## config.mk

```make
export PLATFORM = sky130hd
export DESIGN_NAME = mem_stage_flat
export DESIGN_NICKNAME = d
export VERILOG_FILES = /design/src/rtl/dbus_if.sv /design/src/rtl/mem_stage.sv /design/src/flat_wrapper.sv
export SDC_FILE = /design/constraint.sdc
export NUM_CORES = 1
export LEC_CHECK = 0
export BUFFER_PORTS_ARGS = -buffer_cell sky130_fd_sc_hd__buf_2
export CORE_AREA = 2 2 151 153
export CTS_CLUSTER_SIZE = 10
export DETAILED_ROUTE_END_ITERATION = 6
export DIE_AREA = 0 0 153 155
export SYNTH_ARGS = -nofsm -noshare
export SYNTH_HDL_FRONTEND = slang
export SYNTH_SLANG_ARGS = --single-unit
export TNS_END_PERCENT = 100
```

## constraint.sdc

```tcl
create_clock -name clk -period 3.6 [get_ports clk]
set_clock_uncertainty 0.15 [all_clocks]
set_input_delay 0.18 -clock clk [delete_from_list [all_inputs] [get_ports clk]]
set_output_delay 0.18 -clock clk [all_outputs]
set_load 0.03 [all_outputs]
```

## src/rtl/dbus_if.sv

```systemverilog
// Data bus between the MEM stage and data memory: request/ack handshake.
// master drives req/we/sel/addr/wdata; slave returns rdata/ack.
interface dbus_if;
  logic        req;
  logic        we;
  logic [3:0]  sel;
  logic [31:0] addr;
  logic [31:0] wdata;
  logic [31:0] rdata;
  logic        ack;

  modport master (
    output req, we, sel, addr, wdata,
    input  rdata, ack
  );

  modport slave (
    input  req, we, sel, addr, wdata,
    output rdata, ack
  );
endinterface

```

## src/rtl/mem_stage.sv

```systemverilog
// MEM stage: pass-through of EX results, data bus load/store with stall,
// big-endian align/extend, store lanes, misalign and bus-timeout flags.
// Ports: clk/resetn, ex_* in, mem_hold, dbus master, stallreq, mem_* out.
module mem_stage #(
  parameter int unsigned ACK_TIMEOUT = 255
) (
  input  logic        clk,
  input  logic        resetn,
  input  logic [31:0] ex_wdata,
  input  logic [4:0]  ex_wd,
  input  logic        ex_wreg,
  input  logic        ex_whilo,
  input  logic [31:0] ex_hi,
  input  logic [31:0] ex_lo,
  input  logic [3:0]  ex_memop,
  input  logic [31:0] ex_memaddr,
  input  logic [31:0] ex_memdata,
  input  logic        mem_hold,
  dbus_if.master      dbus,
  output logic        stallreq,
  output logic [31:0] mem_wdata,
  output logic [4:0]  mem_wd,
  output logic        mem_wreg,
  output logic        mem_whilo,
  output logic [31:0] mem_hi,
  output logic [31:0] mem_lo,
  output logic        mem_adel,
  output logic        mem_ades,
  output logic        mem_buserr
);

  typedef enum logic [1:0] {IDLE, BUSY, DONE} state_t;

  localparam bit        TO_EN   = (ACK_TIMEOUT != 0);
  localparam bit [15:0] TO_LAST = 16'(ACK_TIMEOUT - 1);

  state_t      state;
  logic        req_q, we_q, err_q;
  logic [3:0]  sel_q;
  logic [31:0] addr_q, wdata_q, ldbuf;
  logic [15:0] cnt;

  logic        lb, lbu, lh, lhu, lw, sb, sh, sw;
  logic        acc_b, acc_h, acc_w, is_ld, is_st;
  logic        misal, go, in_done;
  logic [1:0]  off;
  logic [3:0]  sel_n;
  logic [31:0] wdat_n, ld_n;
  logic [7:0]  byte_v;
  logic [15:0] half_v;

  assign off = ex_memaddr[1:0];

  assign lb  = ex_memop == 4'd1;
  assign lbu = ex_memop == 4'd2;
  assign lh  = ex_memop == 4'd3;
  assign lhu = ex_memop == 4'd4;
  assign lw  = ex_memop == 4'd5;
  assign sb  = ex_memop == 4'd9;
  assign sh  = ex_memop == 4'd10;
  assign sw  = ex_memop == 4'd11;

  assign acc_b = lb | lbu | sb;
  assign acc_h = lh | lhu | sh;
  assign acc_w = lw | sw;
  assign is_ld = lb | lbu | lh | lhu | lw;
  assign is_st = sb | sh | sw;

  assign misal = (acc_h & off[0]) | (acc_w & (off != 2'b00));
  assign go    = (is_ld | is_st) & ~misal;

  always_comb begin
    sel_n  = 4'b0000;
    wdat_n = ex_memdata;
    unique case (1'b1)
      acc_b: begin
        sel_n  = 4'b1000 >> off;
        wdat_n = {4{ex_memdata[7:0]}};
      end
      acc_h: begin
        sel_n  = off[1] ? 4'b0011 : 4'b1100;
        wdat_n = {2{ex_memdata[15:0]}};
      end
      acc_w: sel_n = 4'b1111;
      default: ;
    endcase
  end

  // Big-endian: offset 0 is the most significant byte/half.
  always_comb begin
    byte_v = dbus.rdata[31:24];
    unique case (off)
      2'd0: byte_v = dbus.rdata[31:24];
      2'd1: byte_v = dbus.rdata[23:16];
      2'd2: byte_v = dbus.rdata[15:8];
      2'd3: byte_v = dbus.rdata[7:0];
      default: ;
    endcase
  end

  assign half_v = off[1] ? dbus.rdata[15:0] : dbus.rdata[31:16];

  always_comb begin
    ld_n = 32'h0;
    unique case (1'b1)
      lb:  ld_n = {{24{byte_v[7]}}, byte_v};
      lbu: ld_n = {24'h0, byte_v};
      lh:  ld_n = {{16{half_v[15]}}, half_v};
      lhu: ld_n = {16'h0, half_v};
      lw:  ld_n = dbus.rdata;
      default: ;
    endcase
  end

  always_ff @(posedge clk) begin
    if (!resetn) begin
      state   <= IDLE;
      req_q   <= 1'b0;
      we_q    <= 1'b0;
      sel_q   <= 4'b0000;
      addr_q  <= 32'h0;
      wdata_q <= 32'h0;
      ldbuf   <= 32'h0;
      cnt     <= 16'h0;
      err_q   <= 1'b0;
    end else begin
      unique case (state)
        IDLE: if (go) begin
          state   <= BUSY;
          req_q   <= 1'b1;
          we_q    <= is_st;
          sel_q   <= sel_n;
          addr_q  <= {ex_memaddr[31:2], 2'b00};
          wdata_q <= wdat_n;
          cnt     <= 16'h0;
          err_q   <= 1'b0;
        end
        BUSY: begin
          cnt <= cnt + 16'd1;
          // An ack in the last allowed cycle still completes normally.
          if (dbus.ack) begin
            ldbuf <= is_ld ? ld_n : 32'h0;
            req_q <= 1'b0;
            state <= DONE;
          end else if (TO_EN && cnt == TO_LAST) begin
            err_q <= 1'b1;
            req_q <= 1'b0;
            state <= DONE;
          end
        end
        DONE: if (!mem_hold) state <= IDLE;
        default: state <= IDLE;
      endcase
    end
  end

  assign dbus.req   = req_q;
  assign dbus.we    = we_q;
  assign dbus.sel   = sel_q;
  assign dbus.addr  = addr_q;
  assign dbus.wdata = wdata_q;

  assign in_done  = state == DONE;
  assign stallreq = ((state == IDLE) & go) | (state == BUSY);

  assign mem_adel   = is_ld & misal;
  assign mem_ades   = is_st & misal;
  assign mem_buserr = in_done & err_q;

  assign mem_wdata = (in_done & is_ld) ? ldbuf : ex_wdata;
  assign mem_wd    = ex_wd;
  assign mem_hi    = ex_hi;
  assign mem_lo    = ex_lo;
  assign mem_wreg  = ex_wreg & ~misal & ~stallreq & ~mem_buserr;
  assign mem_whilo = ex_whilo & ~stallreq;

endmodule
```

## src/flat_wrapper.sv

```systemverilog
// flat-port wrapper written by rule: the top's interface ports become plain ports
module mem_stage_flat 
#(
  parameter int unsigned ACK_TIMEOUT = 255
)
  (clk, resetn, ex_wdata, ex_wd, ex_wreg, ex_whilo, ex_hi, ex_lo, ex_memop, ex_memaddr, ex_memdata, mem_hold, stallreq, mem_wdata, mem_wd, mem_wreg, mem_whilo, mem_hi, mem_lo, mem_adel, mem_ades, mem_buserr, dbus_req, dbus_we, dbus_sel, dbus_addr, dbus_wdata, dbus_rdata, dbus_ack);
  dbus_if dbus_i ();
  input  logic clk;
  input  logic resetn;
  input  logic [31:0] ex_wdata;
  input  logic [4:0] ex_wd;
  input  logic ex_wreg;
  input  logic ex_whilo;
  input  logic [31:0] ex_hi;
  input  logic [31:0] ex_lo;
  input  logic [3:0] ex_memop;
  input  logic [31:0] ex_memaddr;
  input  logic [31:0] ex_memdata;
  input  logic mem_hold;
  output logic stallreq;
  output logic [31:0] mem_wdata;
  output logic [4:0] mem_wd;
  output logic mem_wreg;
  output logic mem_whilo;
  output logic [31:0] mem_hi;
  output logic [31:0] mem_lo;
  output logic mem_adel;
  output logic mem_ades;
  output logic mem_buserr;
  output wire logic [$bits(dbus_i.req)-1:0] dbus_req;
  output wire logic [$bits(dbus_i.we)-1:0] dbus_we;
  output wire logic [$bits(dbus_i.sel)-1:0] dbus_sel;
  output wire logic [$bits(dbus_i.addr)-1:0] dbus_addr;
  output wire logic [$bits(dbus_i.wdata)-1:0] dbus_wdata;
  input wire logic [$bits(dbus_i.rdata)-1:0] dbus_rdata;
  input wire logic [$bits(dbus_i.ack)-1:0] dbus_ack;
  assign dbus_req = dbus_i.req;
  assign dbus_we = dbus_i.we;
  assign dbus_sel = dbus_i.sel;
  assign dbus_addr = dbus_i.addr;
  assign dbus_wdata = dbus_i.wdata;
  assign dbus_i.rdata = dbus_rdata;
  assign dbus_i.ack = dbus_ack;
  mem_stage #(.ACK_TIMEOUT(ACK_TIMEOUT)) u_core (.clk(clk), .resetn(resetn), .ex_wdata(ex_wdata), .ex_wd(ex_wd), .ex_wreg(ex_wreg), .ex_whilo(ex_whilo), .ex_hi(ex_hi), .ex_lo(ex_lo), .ex_memop(ex_memop), .ex_memaddr(ex_memaddr), .ex_memdata(ex_memdata), .mem_hold(mem_hold), .dbus(dbus_i), .stallreq(stallreq), .mem_wdata(mem_wdata), .mem_wd(mem_wd), .mem_wreg(mem_wreg), .mem_whilo(mem_whilo), .mem_hi(mem_hi), .mem_lo(mem_lo), .mem_adel(mem_adel), .mem_ades(mem_ades), .mem_buserr(mem_buserr));
endmodule
```

==> reports/results.tsv <==
metric	value	unit
status	finished clean	
final_antenna_net_count	0	
dp_hpwl	14370	um
gr-total-overflow	0	
synth-edff-count	0	
clock-sinks	119	
critPathCapture	mem_wdata[17]	
nets	1204	
cts-root-buf	clkbuf_16	
synthFlopType	dfxtp_1	
r2r_cells	5	
postCtsSetupRepairBufs	0	
crit_arrival	2.32	ns
critical_path_required	3.27	ns
final_common_cell	buf_2	
tns	0	ns
synth-seq-cells	119	
slew_violations	0	
antenna_found_initial	0	
vias_per_cell	4.827	
worst_slew_pin_slew	0.9282	ns
powerDensity	455.1	nW/um^2
crit_fanout	32	
first_pass_iters	5	
rsz0062_at_grt	false	
hold_path.class	input port to register	
most-common-layout-cells	buf_2, nand2_1, dfxtp_1, dlygate4sd3_1, a21oi_1	
dp_slack	1.063	ns
clockBufferDepth	2	
clk_latency	0.41	ns
fin_crit_sh	73.57	%
slowest_delay	0.50	ns
startpoint_type	register	
grt_start_max_net_pins	88	
num_vias	6241	
ys_async_sr_fraction	0	%
routedWlPerCell	16.34	um
clock.fmax	377.6	MHz
drive_above_1_share	35.52	%
synthToLayoutAreaGrowth	36.25	%
r2r_slack	1.06	ns
gp_congestion	0.7968	
grt_pass1_vias	6194	
utilization	39.84	%
placed_area	7318	sq um
cts-buffers-inserted	17	
crit_path_start	u_core.state[1]	
hold_viol	0	
grt_usage	17.31	%
period_minus_slack	2.648	ns
worstReg2RegStart	u_core.cnt[10]	
drc	0	
routed_wl	21120	um
io_pins	384	
portBuffers	243	
die_h	155	um
die_w	153	um
rr_endpoint	u_core.state[1]	
cpMaxStageDelayCell	dfxtp_1	
diodes	0	
yosysSeqAreaShare	36.66	%
cts_tree	built	
setup_violations	0	
whs	0.03528	ns
first_iter_violations	373	
grt_pass1_wl	33080	um
power_leakage	3.870	nW
fp.coreArea	22230	sq um
syn_inst	757	
die-area	23720	sq um
report.power.total	4.030	mW
maxCapViolCount	0	
start_util	29.24	%
timing.slew.headroom	38.12	%
worst_setup_path_end_kind	primary output	
setup_ws	0.9516	ns
worstPathCellList	nor2b_1, nor2b_2, buf_4, mux2_2, buf_2	
yosys_warnings	0	
syn_area_per_cell	8.585	sq um
h-tree-depth	4	
ir_worst_vdd	287.5	uV
clkTransAtPathRegs	0.06	ns
setup.worst_path.class	register to primary output	
rows	55	
ys_types	71	
dp.cells	1167	
synth_area	6499	sq um
fin_cells	1293	
fin_area	8855	sq um
## final cells by class
cell class / instances / area, sq um
clock buffers: 17 / 425.4
clock inverters: 15 / 170.2
fillers: 2216 / 13370
inverters: 10 / 37.54
multi-input cells: 500 / 3238
flip-flops and latches: 119 / 2382
well taps: 285 / 356.6
repair buffers: 347 / 2245
## kinds of logic after synthesis
family	synth area share (%)
and+or+nand+nor	17.02
AOI/OAI and AO/OA	20.43
DFF	36.66
buffers and inverters	13.78
adders and majority gates	0.6931
xor gates and xnor gates	0.2696
other	0.05770
muxes	11.09
## where the power goes
group	switching, mW	internal, mW
sequential	0.0400	1.39
clock	0.699	1.04
combinational	0.530	0.328
## flip-flops by register name, indices dropped and copies added, names as in the netlist
name / cells
u_core.dbus.we: 1
u_core.state: 2
u_core.cnt: 16
u_core.dbus.req: 1
u_core.err_q: 1
u_core.dbus.addr: 30
u_core.dbus.sel: 4
u_core.dbus.wdata: 32
u_core.ldbuf: 32
## layer usage
metal  share of wire (%)  track usage, %  vias to the layer above
met5                   0               0                        -
met4                 2.1           6.614                        0
met3                 4.5           3.705                       39
met2                  49           28.61                      181
met1                  44           22.21                     2920
li1                    -               -                     3101
## worst max-delay path, delay by kind of cell (launching register included)
kind	cells	cell delay, ns
multiplexers	1	0.39
AND/OR/NAND/NOR	2	0.46
flip-flops	1	0.50
buffers and inverters	2	0.55
## how the worst min path moves through the flow
stage,start,end,slack (ns),cells after the start
global placement,ex_hi[13],mem_hi[13],0.21,0
CTS,dbus_rdata[10],u_core.ldbuf[10],0.03,3
detailed placement,ex_hi[13],mem_hi[13],0.21,0
global route,dbus_rdata[10],u_core.ldbuf[10],0.07,3
finish,dbus_rdata[10],u_core.ldbuf[10],0.04,3
floorplan,dbus_rdata[21],u_core.ldbuf[21],0.16,2
## Yosys cell counts, drive strengths merged (3+ instances only)
cell / n / area (sq um)
nand4: 9 / 62.56
mux2: 46 / 518.0
nor4b: 3 / 56.31
a22o: 9 / 78.83
buf: 110 / 784.5
o31ai: 6 / 45.04
a21oi: 65 / 336.6
nand3: 7 / 35.03
nor3: 18 / 90.09
inv: 9 / 33.78
and3: 3 / 18.77
a31oi: 6 / 37.54
nor2: 47 / 178.9
nand2: 120 / 452.9
dfxtp: 119 / 2382
mux2i: 18 / 180.2
clkbuf: 19 / 73.82
a221oi: 7 / 61.31
o21ai: 21 / 105.1
a22oi: 24 / 180.2
nor2b: 6 / 37.54
a211oi: 30 / 270.3
o211ai: 4 / 40.03
nand3b: 3 / 22.52
## repair_timing
action / CTS / global route
gates resized for setup: 0 / 0
setup endpoints to repair: 0 / 0
hold buffers: 94 / 0
endpoints found under the hold margin: 93 / 0
(Power assumes the default switching activity.)
